$ cat src/rtl/countermod_pkg.sv
// Shared types for the modulo-N counter: count modes and bounce direction states.
package countermod_pkg;

  typedef enum logic [1:0] {
    UP     = 2'b00,
    DOWN   = 2'b01,
    BOUNCE = 2'b10,
    HOLD   = 2'b11
  } mode_t;

  typedef enum logic {
    DOWN_S = 1'b0,
    UP_S   = 1'b1
  } dir_state_t;

endpackage

$ cat src/rtl/countermod_dir_fsm.sv
// Bounce direction FSM: holds the ping-pong direction and flags a reversal at a terminal.
// The direction register updates on the clock edge; next_dir/reverse are combinational. There is no backpressure.
module countermod_dir_fsm
  import countermod_pkg::*;
#(
  parameter  int MODULUS = 7,
  localparam int WIDTH   = $clog2(MODULUS)
) (
  input  logic             clock,
  input  logic             reset,
  input  logic             clear,
  input  logic             load,
  input  logic             enable,
  input  mode_t            mode,
  input  logic [WIDTH-1:0] value,
  output dir_state_t       dir,
  output dir_state_t       next_dir,
  output logic             reverse
);

  localparam logic [WIDTH-1:0] LAST = WIDTH'(MODULUS - 1);

  dir_state_t dir_d;

  always_ff @(posedge clock or negedge reset) begin
    if (!reset) begin
      dir <= UP_S;
    end else begin
      dir <= dir_d;
    end
  end

  // Clear re-arms upward; a load leaves the stored direction alone.
  always_comb begin : next_state
    dir_d = dir;
    if (clear) begin
      dir_d = UP_S;
    end else if (!load && reverse) begin
      dir_d = dir_state_t'(~dir);
    end
  end

  always_comb begin : outputs
    reverse  = enable && (mode == BOUNCE) &&
               (((dir == UP_S) && (value == LAST)) ||
                ((dir == DOWN_S) && (value == '0)));
    next_dir = reverse ? dir_state_t'(~dir) : dir;
  end

endmodule

$ cat src/rtl/countermod_n.sv
// Modulo-N up/down/bounce/hold counter with cascadable combinational tc and registered wrap/load_err pulses.
// value, dir, wrap and load_err are registered (one-edge update); tc has zero latency. There is no backpressure.
module countermod_n
  import countermod_pkg::*;
#(
  parameter  int MODULUS = 7,
  localparam int WIDTH   = $clog2(MODULUS)
) (
  input  logic             clock,
  input  logic             reset,
  input  logic             enable,
  input  mode_t            mode,
  input  logic             clear,
  input  logic             load,
  input  logic [WIDTH-1:0] load_value,
  output logic [WIDTH-1:0] value,
  output logic             dir,
  output logic             tc,
  output logic             wrap,
  output logic             load_err
);

  // One extra bit so MODULUS itself is representable when it is a power of two.
  localparam logic [WIDTH:0]   MOD_X = (WIDTH + 1)'(MODULUS);
  localparam logic [WIDTH:0]   ONE_X = (WIDTH + 1)'(1);
  localparam logic [WIDTH-1:0] LAST  = WIDTH'(MODULUS - 1);

  dir_state_t       dir_q;
  dir_state_t       next_dir;
  logic             reverse;
  logic [WIDTH:0]   value_x;
  logic [WIDTH:0]   inc_x;
  logic [WIDTH:0]   dec_x;
  logic [WIDTH-1:0] value_d;
  logic             wrap_d;
  logic             load_err_d;
  logic             at_term;

  countermod_dir_fsm #(
    .MODULUS(MODULUS)
  ) u_dir_fsm (
    .clock   (clock),
    .reset   (reset),
    .clear   (clear),
    .load    (load),
    .enable  (enable),
    .mode    (mode),
    .value   (value),
    .dir     (dir_q),
    .next_dir(next_dir),
    .reverse (reverse)
  );

  assign value_x = {1'b0, value};
  assign inc_x   = value_x + ONE_X;
  assign dec_x   = value_x - ONE_X;

  always_comb begin
    value_d    = value;
    wrap_d     = 1'b0;
    load_err_d = 1'b0;
    if (clear) begin
      value_d = '0;
    end else if (load) begin
      if ({1'b0, load_value} < MOD_X) begin
        value_d = load_value;
      end else begin
        value_d    = LAST;
        load_err_d = 1'b1;
      end
    end else if (enable) begin
      case (mode)
        UP: begin
          if (value == LAST) begin
            value_d = '0;
            wrap_d  = 1'b1;
          end else begin
            value_d = inc_x[WIDTH-1:0];
          end
        end
        DOWN: begin
          if (value == '0) begin
            value_d = LAST;
            wrap_d  = 1'b1;
          end else begin
            value_d = dec_x[WIDTH-1:0];
          end
        end
        // Step in the post-reversal direction so a terminal bounces back in one edge.
        BOUNCE: begin
          value_d = (next_dir == UP_S) ? inc_x[WIDTH-1:0] : dec_x[WIDTH-1:0];
          wrap_d  = reverse;
        end
        default: begin
        end
      endcase
    end
  end

  always_comb begin
    case (mode)
      UP:      at_term = (value == LAST);
      DOWN:    at_term = (value == '0);
      BOUNCE:  at_term = (dir_q == UP_S) ? (value == LAST) : (value == '0);
      default: at_term = 1'b0;
    endcase
  end

  assign tc  = enable & at_term;
  assign dir = dir_q;

  always_ff @(posedge clock or negedge reset) begin
    if (!reset) begin
      value    <= '0;
      wrap     <= 1'b0;
      load_err <= 1'b0;
    end else begin
      value    <= value_d;
      wrap     <= wrap_d;
      load_err <= load_err_d;
    end
  end

endmodule

$ cat config.mk
export PLATFORM = sky130hd
export DESIGN_NAME = countermod_n
export DESIGN_NICKNAME = d
export VERILOG_FILES = /design/src/rtl/countermod_pkg.sv /design/src/rtl/countermod_dir_fsm.sv /design/src/rtl/countermod_n.sv
export SDC_FILE = /design/constraint.sdc
export NUM_CORES = 1
export LEC_CHECK = 0
export ABC_AREA = 0
export ABC_CLOCK_PERIOD_IN_PS = 4600
export CORE_AREA = 10 10 53 55
export CTS_BUF_LIST = sky130_fd_sc_hd__clkbuf_4
export DETAILED_ROUTE_END_ITERATION = 10
export DIE_AREA = 0 0 63 65
export PLACE_DENSITY = 0.71
export SLEW_MARGIN = 15
export SYNTH_ARGS = -nofsm -noshare
export SYNTH_HDL_FRONTEND = slang
export SYNTH_HIERARCHICAL = 1
export SYNTH_SLANG_ARGS = --single-unit
$ cat constraint.sdc
create_clock -name clock -period 4.6 [get_ports clock]
set_clock_uncertainty 0.2 [all_clocks]
set_input_delay 0.92 -clock clock [delete_from_list [all_inputs] [get_ports clock]]
set_output_delay 0.92 -clock clock [all_outputs]
set_load 0.01 [all_outputs]
==> results.cfg, run 1 <==
[clock_network]
ctsResizeCount = 0
cts_max_level = 1
ctsHoldBuffers = 0
cts_sinks = 6
clkTransAtPathRegs_ps = 40
cts_buffers = 3
clk_latency_ps = 240
clk_path_buf_depth = 2
cts-root-buf = clkbuf_4
cts_tree = yes
post-cts-setup-buffers = 0

[global_route]
grt_pass1_vias = 620
antenna_found_initial = 0
track_usage_pct = 8.42
grt_max_degree = 18
grt_pass1_wl_um = 2890
grt_overflow = 0

[worst_setup_path]
start_kind = primary input
cp_common_cell = clkdlybuf4s50_1
crit_path_end_kind = output pin
worstPathArrival_ps = 2670
cp_top_family = buffers and inverters
critPathKind = primary input to output pin
cpPeakStageDelay_ps = 580
critical-path-slowest-cell = clkdlybuf4s50_1
required_ps = 3480
crit_fanout = 5
crit_chain = clkdlybuf4s50_1, inv_1, ha_1, a32oi_1, a21oi_1, clkdlybuf4s50_1
cp.buffers_inverters = 3

[yosys]
ys.flop_type = dfrtp_1
ys_seq_area_share_pct = 21.9
synth_edf_count = 0
synth_seq_cells = 6
synth.top_cell.area_share_pct = 18.1
synthCells = 78
synth_top_area_cell = dfrtp_1
synth_cell_types = 36
async_reset_ff_share_pct = 100
netlist_area_um2 = 691
syn_nets = 98
syn-mean-instance-area_um2 = 8.85
yosysWarnings = 6
synth_commonest_cells = ha_1, inv_1, nand2_1
synth_area_leaders = dfrtp_1, ha_1, inv_1

[finish]
nets = 117
drive_gt1_share_pct = 10.4
fillers = 201
diodes = 0
final_area_um2 = 892
flow.area_growth_from_synthesis_pct = 29.2
fin_util_pct = 47.9

[power]
leakagePower_uw = 0.000387
ir_drop_mv = 0.0986
power_density_nw_per_um2 = 217

[sta]
setup_viol = 0
post-route-min-period_ps = 3790
finalCritPeriodShare_pct = 82.3
fmaxAchievable_mhz = 264
slew-limit-headroom_pct = 63.6
final-hold-violation-count = 0
rsz0062_at_grt = no
tightest_slew_ps = 545
tns_ps = 0
drv_slew = 0

[floorplan]
die-area_um2 = 4100
start_util_pct = 37.1
rows = 16
die_h_um = 65
fp.dieW_um = 63
ios = 17
core_area_um2 = 1860

[status]
status = finished clean

[detailed_routing]
first_pass_iters = 4
vias_per_cell = 5.32
drt_wl_total_um = 1740
drc = 0
vias = 654
drt_iter0_drc = 33
ant_nets = 0
wl_per_cell_um = 14.2

[place]
port_buffers = 16
gp_congestion = 0.820
place_area_um2 = 862
hpwl_um = 1380

[flow_run]
timing.max_cap.violations = 0

[worst_hold_path]
hp-class = flip-flop to flip-flop
through the flow:
step	setup WS, ps	total power [uW]	hold WS, ps	std cells
5_1_grt	755	209	425	123
6_report	814	194	366	123
2_1_floorplan	1970	109	341	78
3_3_place_gp	882	134	353	119
4_1_cts	824	195	366	123
3_5_place_dp	829	136	359	119
cell type report:
| class | count | area [um2] | share of cell area, % |
|---|---|---|---|
| Tap cell | 27 | 33.8 | 3.79 |
| Timing Repair Buffer | 16 | 160 | 18.0 |
| Inverter | 10 | 37.5 | 4.21 |
| Clock buffer | 4 | 30.0 | 3.37 |
| Multi-Input combinational cell | 60 | 479 | 53.7 |
| Sequential cell | 6 | 151 | 17.0 |
power breakdown:
group,internal (uW),leakage [uW],switching (uW),total (uW)
clock network,38.8,0.0000184,19.2,58.0
logic,35.1,0.000291,36.1,71.2
registers,56.0,0.0000776,8.73,64.7
logic make-up (layout without fill, tap and decap cells):
family | count (synthesis) | in the layout | synth area share [%]
AOI/OAI and AO/OA | 26 | 26 | 27.7
DFF | 6 | 6 | 21.9
xor gates and xnor gates | 2 | 2 | 2.54
muxes | 1 | 1 | 1.45
buffers and inverters | 12 | 30 | 8.70
adders and majority gates | 10 | 10 | 18.1
and+or+nand+nor | 21 | 21 | 19.6
worst register-to-register path, stage by stage, from the launching register on:
cell	delay, ps
dfrtp_1	450
nand4bb_4	290
o21ai_0	150
a21boi_0	470
xnor2_1	180
a21oi_1	90
a221o_1	360
a221oi_2	240
worst paths after layout:
path	slack, ps	start	endpoint	depth (start not counted)
min in group asynchronous	720	reset	wrap$_DFF_PN0_	1
min	370	u_dir_fsm/dir$_DFFE_PN1P_	u_dir_fsm/dir$_DFFE_PN1P_	2
max in group asynchronous	3200	reset	u_dir_fsm/dir$_DFFE_PN1P_	1
min reg2reg	370	u_dir_fsm/dir$_DFFE_PN1P_	u_dir_fsm/dir$_DFFE_PN1P_	2
max	810	mode[1]	tc	6
max reg2reg	2070	value[0]$_DFFE_PN0P_	value[1]$_DFFE_PN0P_	7
cells in the final DEF (no fill, tap or decap), types with 2 or more instances in the layout:
cell type	synthesis	routed
nand3_1	4	4
dfrtp_1	5	5
ha_1	10	10
o21ai_1	2	2
a21oi_1	6	6
a311oi_1	2	2
inv_1	10	10
nand2_1	7	7
xnor2_1	2	2
clkdlybuf4s50_1	0	16
o21ai_0	2	2
clkbuf_4	0	4
nand2b_1	2	2
flip-flops by register name (all words and copies together) (netlist names):
name           count
load_err           1
u_dir_fsm/dir      1
wrap               1
value              3
metal layers:
layer  vias to the layer above  GRT usage (%)  wire [um]
met2                        25           14.2        901
met4                         0           5.03         17
met1                       305           9.31        698
met3                         2           2.23        126
li1                        322              -          -
met5                         -              0          0
No activity file was read; power rests on OpenSTA's default activity.
==> run 2: changes to the inputs <==
- ABC_CLOCK_PERIOD_IN_PS: 4600 -> 3100
- PLACE_DENSITY: 0.71 -> 0.73
- clock period: 4.6 -> 3.1 ns (I/O delays scaled with it)
==> results.cfg, run 2 (same netlist as run 1, synthesis figures left out) <==
[place]
hpwl_um = 1510
pre_cts_ws_ps = -7.92
gp_congestion = 0.808
place_inst = 124
port_buffers = 16

[power]
pwr-share-clk_pct = 29.8
leakagePower_uw = 0.000415
power_density_nw_per_um2 = 315
switchingPower_uw = 96.9
p_int_uw = 196
seqPwrFrac_pct = 32.9
pwr-share-comb_pct = 37.3
ir_drop_mv = 0.251
switching_share_pct = 33.1

[detailed_routing]
vias_per_cell = 5.41
first_pass_iters = 4
drt_wl_total_um = 1890
vias = 692
drt_iter0_drc = 23
ant_nets = 0
wl_per_cell_um = 14.7
drc = 0

[worst_setup_path]
reg2regPathDepth = 9
required_ps = 2280
start_kind = primary input
crit_fanout = 4
critPathLaunch = mode[0]
cp-endpoint = tc
worstPathArrival_ps = 2100
rrSetupSlack_ps = 750
reg2reg_from = value[0]$_DFFE_PN0P_
crit_path_end_kind = output pin
critPathKind = primary input to output pin
timing.rr.end = value[2]$_DFFE_PN0P_

[finish]
drive_gt1_share_pct = 14.9
layout_commonest_cell = clkdlybuf4s50_1
final_cells = 128
regMostFlops = value
multi_input_area_um2 = 479
largest_register_ffs = 3
diodes = 0
flow.area_growth_from_synthesis_pct = 34.4
fillers = 185
layout_common_cells = clkdlybuf4s50_1, inv_1, ha_1
regArea_um2 = 151
nets = 122

[clock_network]
clkTransAtPathRegs_ps = 50
post-cts-setup-buffers = 0
cts_sinks = 6
clk_latency_ps = 240
clk_path_buf_depth = 2
cts_tree = yes
cts-root-buf = clkbuf_4
cts_max_level = 1
cts_buffers = 3

[flow_run]
timing.max_cap.violations = 0

[global_route]
grt_pass1_wl_um = 3220
grt_pass1_vias = 774
grt_overflow = 0
track_usage_pct = 9.13
grt_max_degree = 18
antenna_found_initial = 0

[floorplan]
die-area_um2 = 4100
start_util_pct = 37.1
ios = 17
rows = 16
core_area_um2 = 1860
die_h_um = 65
fp.dieW_um = 63

[sta]
setup_ws_ps = 178
final-hold-violation-count = 0
post-route-min-period_ps = 2920
fmaxAchievable_mhz = 342
drv_slew = 0
finalCritPeriodShare_pct = 94.3
tightest_slew_ps = 564
tns_ps = 0
setup_viol = 0
rsz0062_at_grt = no
slew-limit-headroom_pct = 61.4

[status]
status = finished clean

[worst_hold_path]
holdPathStages = 2
hp-class = flip-flop to flip-flop
[run 2: worst max-delay path, cell delays in order]
cell,delay (ps)
clkdlybuf4s50_1,530
inv_1,90
ha_1,230
a32oi_1,230
a21oi_1,100
dlygate4sd2_1,290
[run 2: layout make-up]
type | count | area share, %
Timing Repair Buffer | 21 | 21.2
Clock buffer | 4 | 3.23
Multi-Input combinational cell | 60 | 51.6
Inverter | 10 | 4.04
Tap cell | 27 | 3.64
Sequential cell | 6 | 16.3
[run 2: worst min path at each step]
stage,startpoint,endpoint,slack [ps]
after floorplan,reset,load_err$_DFF_PN0_,120
after global placement,u_dir_fsm/dir$_DFFE_PN1P_,u_dir_fsm/dir$_DFFE_PN1P_,360
after detailed placement,u_dir_fsm/dir$_DFFE_PN1P_,u_dir_fsm/dir$_DFFE_PN1P_,360
after CTS,u_dir_fsm/dir$_DFFE_PN1P_,u_dir_fsm/dir$_DFFE_PN1P_,370
after global routing,reset,value[2]$_DFFE_PN0P_,420
final,u_dir_fsm/dir$_DFFE_PN1P_,u_dir_fsm/dir$_DFFE_PN1P_,370
[run 2: stage by stage]
stage	cell area [um2]	hold WS, ps	power, uW	util, %
6_report	928	371	293	49.9
5_1_grt	928	421	314	49.9
4_1_cts	928	373	295	49.9
3_5_place_dp	900	365	206	48.3
3_3_place_gp	900	358	202	48.3
2_1_floorplan	691	124	162	-
[run 2: power by group through the flow]
stage / Clock, uW / Combinational [uW] / Sequential (uW)
floorplan: 0 / 68.6 / 93.4
global placement: 0 / 105 / 97.0
detailed placement: 0 / 109 / 97.1
CTS: 89.9 / 109 / 96.1
global route: 95.3 / 121 / 97.2
finish: 87.3 / 109 / 96.2
[run 2: repair_timing]
action / CTS / global route
hold buffers: 0 / 0
endpoints found under the setup margin: 1 / 0
gates resized for setup: 1 / 0
[run 2: layer usage]
metal	share of wire, %	GRT usage, %	up-vias
li1	-	-	333
met1	41	9.82	331
met2	52	16.5	24
met3	4.8	2.75	4
met4	2.2	3.35	0
met5	0	0	-
